## config.mk

```make
export PLATFORM = sky130hd
export DESIGN_NAME = cat_step_arbiter
export DESIGN_NICKNAME = d
export VERILOG_FILES = /design/src/rtl/cat_ctrl_pkg.sv /design/src/rtl/rr_arb2.sv /design/src/rtl/cat_step_arbiter.sv
export SDC_FILE = /design/constraint.sdc
export NUM_CORES = 1
export LEC_CHECK = 0
export CAP_MARGIN = 20
export CORE_MARGIN = 1
export CORE_UTILIZATION = 43
export DETAILED_ROUTE_END_ITERATION = 8
export PLACE_DENSITY = 0.79
export RECOVER_POWER = 50
export SKIP_CTS_REPAIR_TIMING = 1
export SLEW_MARGIN = 5
export SYNTH_ARGS = -nofsm -noshare
export SYNTH_HDL_FRONTEND = slang
export SYNTH_SLANG_ARGS = --single-unit
```

## constraint.sdc

```tcl
create_clock -name clk -period 2.75 [get_ports clk]
set_input_delay 0.825 -clock clk [delete_from_list [all_inputs] [get_ports clk]]
set_output_delay 0.825 -clock clk [all_outputs]
set_load 0.02 [all_outputs]
```

## src/rtl/cat_ctrl_pkg.sv

```systemverilog
// Shared types and constants for the cat FSM single-step controller.
// State encoding, bus widths and the idle input vector.
package cat_ctrl_pkg;

  localparam int XW = 11;
  localparam int YW = 22;
  localparam logic [XW-1:0] IDLE_VEC = '0;

  typedef enum logic [2:0] {
    IDLE,
    SETUP,
    STEP,
    RESP,
    FLUSH
  } state_t;

endpackage

```

## src/rtl/rr_arb2.sv

```systemverilog
// Two-way round-robin arbiter; remembers the last winner so that a
// tie goes to the other requester. Requester 0 wins the first tie.
module rr_arb2 (
  input  logic       clk,
  input  logic       rst,
  input  logic [1:0] req,
  input  logic       upd,
  output logic [1:0] gnt
);

  logic last;

  always_comb begin
    gnt = 2'b00;
    unique case (1'b1)
      (req == 2'b11): gnt = last ? 2'b01 : 2'b10;
      (req == 2'b01): gnt = 2'b01;
      (req == 2'b10): gnt = 2'b10;
      default:        gnt = 2'b00;
    endcase
  end

  always_ff @(posedge clk or posedge rst) begin
    if (rst)
      last <= 1'b1;
    else if (upd)
      last <= gnt[1];
  end

endmodule

```

## src/rtl/cat_step_arbiter.sv

```systemverilog
// Single-step controller for the cat FSM: arbitrates two requesters,
// applies one vector, captures the Mealy output, then clocks one step.
module cat_step_arbiter #(
  parameter int NREQ = 2,
  parameter int XW   = cat_ctrl_pkg::XW,
  parameter int YW   = cat_ctrl_pkg::YW,
  parameter int CW   = 16,
  parameter logic [XW-1:0] IDLE_VEC = '0
) (
  input  logic             clk,
  input  logic             rst,
  input  logic [NREQ-1:0]  req_valid,
  input  logic [NREQ*XW-1:0] req_vec,
  output logic [NREQ-1:0]  req_ready,
  output logic             resp_valid,
  output logic             resp_id,
  output logic [YW-1:0]    resp_y,
  input  logic             resp_ready,
  input  logic             cfg_flush,
  output logic [XW-1:0]    dut_x,
  input  logic [YW-1:0]    dut_y,
  output logic             dut_clk_en,
  output logic             dut_rst,
  output logic [CW-1:0]    step_cnt
);

  import cat_ctrl_pkg::*;

  state_t state, nstate;
  logic [1:0] gnt;
  logic accept;
  logic gid;
  logic [XW-1:0] gvec;

  rr_arb2 u_arb (
    .clk (clk),
    .rst (rst),
    .req (req_valid),
    .upd (accept),
    .gnt (gnt)
  );

  assign gid  = gnt[1];
  assign gvec = gid ? req_vec[2*XW-1:XW]
                    : req_vec[XW-1:0];

  always_comb begin
    req_ready = '0;
    if (state == IDLE && !cfg_flush)
      req_ready = gnt;
  end

  assign accept = |(req_valid & req_ready);

  always_comb begin
    nstate = state;
    unique case (state)
      IDLE: begin
        if (cfg_flush)
          nstate = FLUSH;
        else if (accept)
          nstate = SETUP;
      end
      SETUP: nstate = STEP;
      STEP:  nstate = RESP;
      RESP:  if (resp_ready) nstate = IDLE;
      FLUSH: nstate = IDLE;
      default: nstate = IDLE;
    endcase
  end

  // DUT-side controls are registered from the next state
  always_ff @(posedge clk or posedge rst) begin
    if (rst) begin
      state      <= IDLE;
      dut_x      <= IDLE_VEC;
      dut_clk_en <= 1'b0;
      dut_rst    <= 1'b1;
      resp_valid <= 1'b0;
      resp_id    <= 1'b0;
      resp_y     <= '0;
      step_cnt   <= '0;
    end else begin
      state      <= nstate;
      dut_clk_en <= (nstate == STEP);
      dut_rst    <= (nstate == FLUSH);
      unique case (state)
        IDLE: begin
          if (accept) begin
            dut_x   <= gvec;
            resp_id <= gid;
          end
        end
        SETUP: resp_y <= dut_y;
        STEP: begin
          dut_x      <= IDLE_VEC;
          resp_valid <= 1'b1;
          if (!(&step_cnt))
            step_cnt <= step_cnt + {{(CW-1){1'b0}}, 1'b1};
        end
        RESP: if (resp_ready) resp_valid <= 1'b0;
        FLUSH: step_cnt <= '0;
        default: ;
      endcase
    end
  end

endmodule

```

======== Yosys cells after proc, flatten, opt, wreduce, memory -nomap -nowiden ========
Index checks and enable logic that the tools add are counted.
word-level totals
  register bits after elaboration ......... 57
  bits in latches ......................... 0
  bits in writable memories ............... 0
  bits in read-only memories .............. 0
  output and inout port bits .............. 55
  memories kept ........................... 0
operators by class
  $add $sub $neg .......................... 1
  multipliers ............................. 0
  divide/modulo/power cells ............... 0
  magnitude comparators ................... 0
  equal/unequal tests ..................... 12
  shift operators ......................... 0
  mux-type cells .......................... 14
  bitwise logic cells ..................... 1
  reduce and logical (&&, ||, !) cells .... 12
operator list
  kind                   count
  $pmux 16 s2            1
  $mux 11                2
  $pmux 11 s2            1
  $add 16x1->16 const B  1
  $mux 16                1
  $reduce_and 16->1      1
  $pmux 3 s4             1
  $eq 3x2->1 const B     3
  $mux 3                 3
  $reduce_and 2->1       4
  $eq 3x3->1 const B     2
  $ne 2x2->1 const B     3
  $pmux 2 s3             1
  $reduce_bool 2->1      3
  $eq 2x2->1 const B     2
  $mux 2                 2
  $eq 3x1->1 const B     1
  $logic_not 3->1        1
  $and 2x2->2            1
  $eq 2x1->1 const B     1
  $pmux 1 s2             1
  $reduce_or 2->1        1
  $logic_and 1x1->1      1
  $logic_not 1->1        1
  $mux 1                 1

======== Logic depth before layout (Yosys ltp) ========
  depth after elaboration ................. 9
  depth in mapped cells ................... 6
  gate-level depth less buffers ........... 5

======== Modules after synthesis ========
Synthesis repeated with hierarchy kept, for this count alone.
second synthesis, totals
  cell total of the unflattened synthesis .. 243
  area, all modules ....................... 2713.9 um^2
modules (own cells, without submodules)
  module            times used  cells an instance  area each (um^2)  seq. area each (um^2)
  cat_step_arbiter  1           237                2646.3            1402.6
  rr_arb2           1           6                  67.6              26.3

======== Least setup slack after synthesis ========
Ideal clock, no wire load.
  path kind ............................... input to output
  from .................................... input req_valid[1]
  to ...................................... output req_ready[1]
  arrival ................................. 1.756 ns
  data required time ...................... 1.925 ns
  path slack .............................. 0.169 ns
  stages .................................. 3
  buffers on the path ..................... 1
  cells stage by stage .................... a21boi_1 -> buf_2 -> and2_1
on the way
  cells in the longest elaborated chain, start to end .. 3
RTL lines
  element                             line                    RTL
  from (decl)                         cat_step_arbiter.sv:12  input logic [NREQ-1:0] req_valid,
  $eq 2x2->1 (tied with other cells)  rr_arb2.sv:18           (req == 2'b10): gnt = 2'b10;
  $pmux 2 s3 *                        rr_arb2.sv:15           unique case (1'b1)
  $mux 2 *                            cat_step_arbiter.sv:49  if (state == IDLE && !cfg_flush)
  to (decl)                           cat_step_arbiter.sv:14  output logic [NREQ-1:0] req_ready,
Every way passes the cells marked *; elsewhere a longest branch is shown, timed or not.

======== Worst setup path in the final report ========
Same ends and word-level chain as after synthesis.

==> impl_results.md <==
* Pwr/cell area at 973 nW/µm²
* Async SR Flop Fraction at 1.00
* CTS sink cnt at 57
* Total core area at just under 6000 µm²
* Worst R2R Setup Slack at 340 ps
* Post-Synthesis Cell Area at 2660 µm²
* Final period util at 0.983
* H-tree depth at 3
* Req. time, crit path at 1930 ps
* Fin Clk Skew at a little over 8 ps
* Crit path depth at 4
* Cells after DPL at between 400 and 500
* Starting density of the core at 0.446
* WHS Path Cells at 2
* Slew headroom at 0.216
* Grt total ovfl at 0
* Post-Syn Area per Cell at between 10 and 15 µm²
* Setup-failing EPs final at 0
* EDFF count, synth at 0
* Fin. Hold Viols at 0
* CTS tree: done
* Row cnt at 28
* IO Count at about 110
* Placed instance area at 3860 µm²
* Total CTS buffers at 9
* Maxcap violations at 0
* Vias per cell at 5.44
* Largest stage delay, worst path at just under 500 ps
* Clk slew on worst S/H paths at about 70 ps
* Power, Total at 3.93 mW
* Initial antenna violation count at 0
* DP Wirelength at between 4000 and 5000 µm
* Worst Hold Slack at 501 ps
* Max Root-Sink Buffers at 2
* Post-synth top flop: dfrtp_1
* Layout area overhead at 52.2%
* Yosys reg bits at 57
* Yosys cell types at 46
* Tightest Pin Transition at 1180 ps
* Ant diodes at 0
* Detailed Route Iter0 Violations at 77
* Status: finished, final reports clean
* Share of layout cells above drive strength 1 at 0.182
* Final Max Tran Viols at 0
* Chip width at a little over 80 µm
* Total wire length at approximately 6500 µm
* Sequential area share after synthesis at 0.538
* Worst EP arrival at about 1900 ps
* Pleak at 1.65 nW
* Critical path cell sequence: clkdlybuf4s50_1 > a21boi_2 > and2_1 > clkbuf_2
* Tmin final at between 2000 and 3000 ps
* Bufs and invs on worst path at 2
* Routed via count at 2295
* Die H at just over 80 µm
* Peak supply drop at 724 µV
* Overall Global Routing Usage at 0.220
* DRT antenna net count at 0
* Nets@finish at between 300 and 400
* # DRC at 0
* Critical path's slowest cell: clkdlybuf4s50_1
* YS warnings at 0
* Worst Path Max Fanout at 3
* Worst setup EP type: output port
* CP startpoint kind: primary input
* Drt first pass iters at 4
* Post-Synthesis Cells at around 220
* First-pass GRT wire length at 10600 µm
* DR WL/cell at approximately 15 µm
* CP Class: in2out
* Number of global-route vias before repair at 2323
* Setup TNS at 0 ps
* Hold crit path type: reg2reg
* Achievable frequency at 370 MHz
* Clock latency on the worst-skew pair at 330 ps
* CP top delay family: buffers and inverters
* Port bufs at 104
* Largest net degree at the start of global routing at 24
* Die area at 6500 µm²
* Final Instance Count excl. Fillers at around 420
* CTS Root Cell: clkbuf_8
* Syn Nets at 273
* GPL Wtd Cong at 0.847
* Post-route cell area at around 4000 µm²
* Reg2reg path depth at 4
==> worst paths after layout <==
check | startpoint | endpoint
setup / recovery | req_valid[1] | req_ready[1]
hold / removal | resp_id$_DFFE_PP0P_ | resp_id$_DFFE_PP0P_
setup reg to reg | state[0]$_DFF_PP0_ | resp_y[20]$_DFFE_PP0P_
hold reg to reg | resp_id$_DFFE_PP0P_ | resp_id$_DFFE_PP0P_
max in group asynchronous | rst | resp_y[2]$_DFFE_PP0P_
min in group asynchronous | rst | step_cnt[10]$_DFFE_PP0P_
==> report_power, final <==
| group | switching, mW | leakage (nW) | internal (mW) | total, mW |
|---|---|---|---|---|
| Combinational | 0.877 | 0.836 | 0.915 | 1.79 |
| Sequential | 0.203 | 0.718 | 1.14 | 1.35 |
| Clock | 0.349 | 0.0949 | 0.444 | 0.793 |
| Total | 1.43 | 1.65 | 2.50 | 3.93 |
==> final cells by class <==
cell class                 instances  area (µm²)
clock inverter                     6        66.3
sequential                        57        1430
timing repair buffer             120        1130
multi-input combinational        150        1170
tap                               75        93.8
clock buffer                      10         138
fill                             484        1910
inverter                           4        15.0
==> tightest hold or removal path, stage by stage, from the launching register on <==
cell and delay, ps:
dfrtp_1 350, nor2_1 50, nor2_1 70
==> layer usage <==
layer	wire [µm]	part of all wire	up-vias	global-route usage
li1	-	-	1082	-
met5	0	0	-	0
met4	34	0.0052	0	0.0804
met3	584	0.090	4	0.103
met2	3230	0.50	85	0.360
met1	2630	0.41	1124	0.247
==> synth_stat cells (3+ instances only) <==
cell      number  share of area
nor2_1        16          0.023
mux2_2        22          0.093
o21ai_0        8          0.015
nand4_1        6          0.014
a21oi_1        8          0.015
mux2i_1       15          0.057
nand3_1        6          0.011
dfrtp_1       55           0.52
and2_1         5          0.012
inv_1          4         0.0057
nand2_1        6         0.0085
clkbuf_1       3         0.0042
buf_2          6          0.011
nor3_1         3         0.0057
o31ai_1        4          0.011
and3_1         4         0.0094
a211oi_1      13          0.037
==> per-stage QoR <==
step | setup WS [ps] | utilization
floorplan | 169 | -
CTS | -650 | 0.682
finish | 47.9 | 0.679
global route | -21.0 | 0.679
global placement | -605 | 0.648
detailed placement | -651 | 0.648
==> logic make-up (layout without fill, tap and decap cells) <==
family / count (synthesis) / count (layout) / synth area share
compound gates: 44 / 44 / 0.112
fa+ha+maj: 1 / 1 / 0.00471
buf+inv: 15 / 140 / 0.0283
flops: 57 / 57 / 0.538
mux: 37 / 37 / 0.150
simple gates: 68 / 68 / 0.168
==> flip-flops by register name (all words and copies together) (netlist names) <==
name and cells:
resp_y 22, step_cnt 16, dut_x 11, state 3
dut_clk_en 1, dut_rst 1, resp_id 1, resp_valid 1
u_arb.last 1
==> cell usage in the layout, fill, tap and decap left out, drive strengths merged, types with 2 or more instances in the layout <==
| cell | count |
|---|---|
| nor4 | 5 |
| nand4 | 8 |
| buf | 11 |
| nand2 | 6 |
| dfrtp | 55 |
| nand3 | 6 |
| o21ai | 8 |
| a211oi | 13 |
| or3 | 2 |
| or4 | 2 |
| inv | 5 |
| mux2 | 22 |
| nor3 | 3 |
| mux2i | 15 |
| o31ai | 4 |
| a21oi | 8 |
| nor2 | 17 |
| and2 | 5 |
| nor3b | 2 |
| and3 | 4 |
| clkinvlp | 3 |
| clkbuf | 17 |
| a311oi | 2 |
| o211ai | 2 |
| dfstp | 2 |
| clkdlybuf4s50 | 100 |
| nor4b | 2 |
Note: power is estimated with default switching activity, not from simulation.
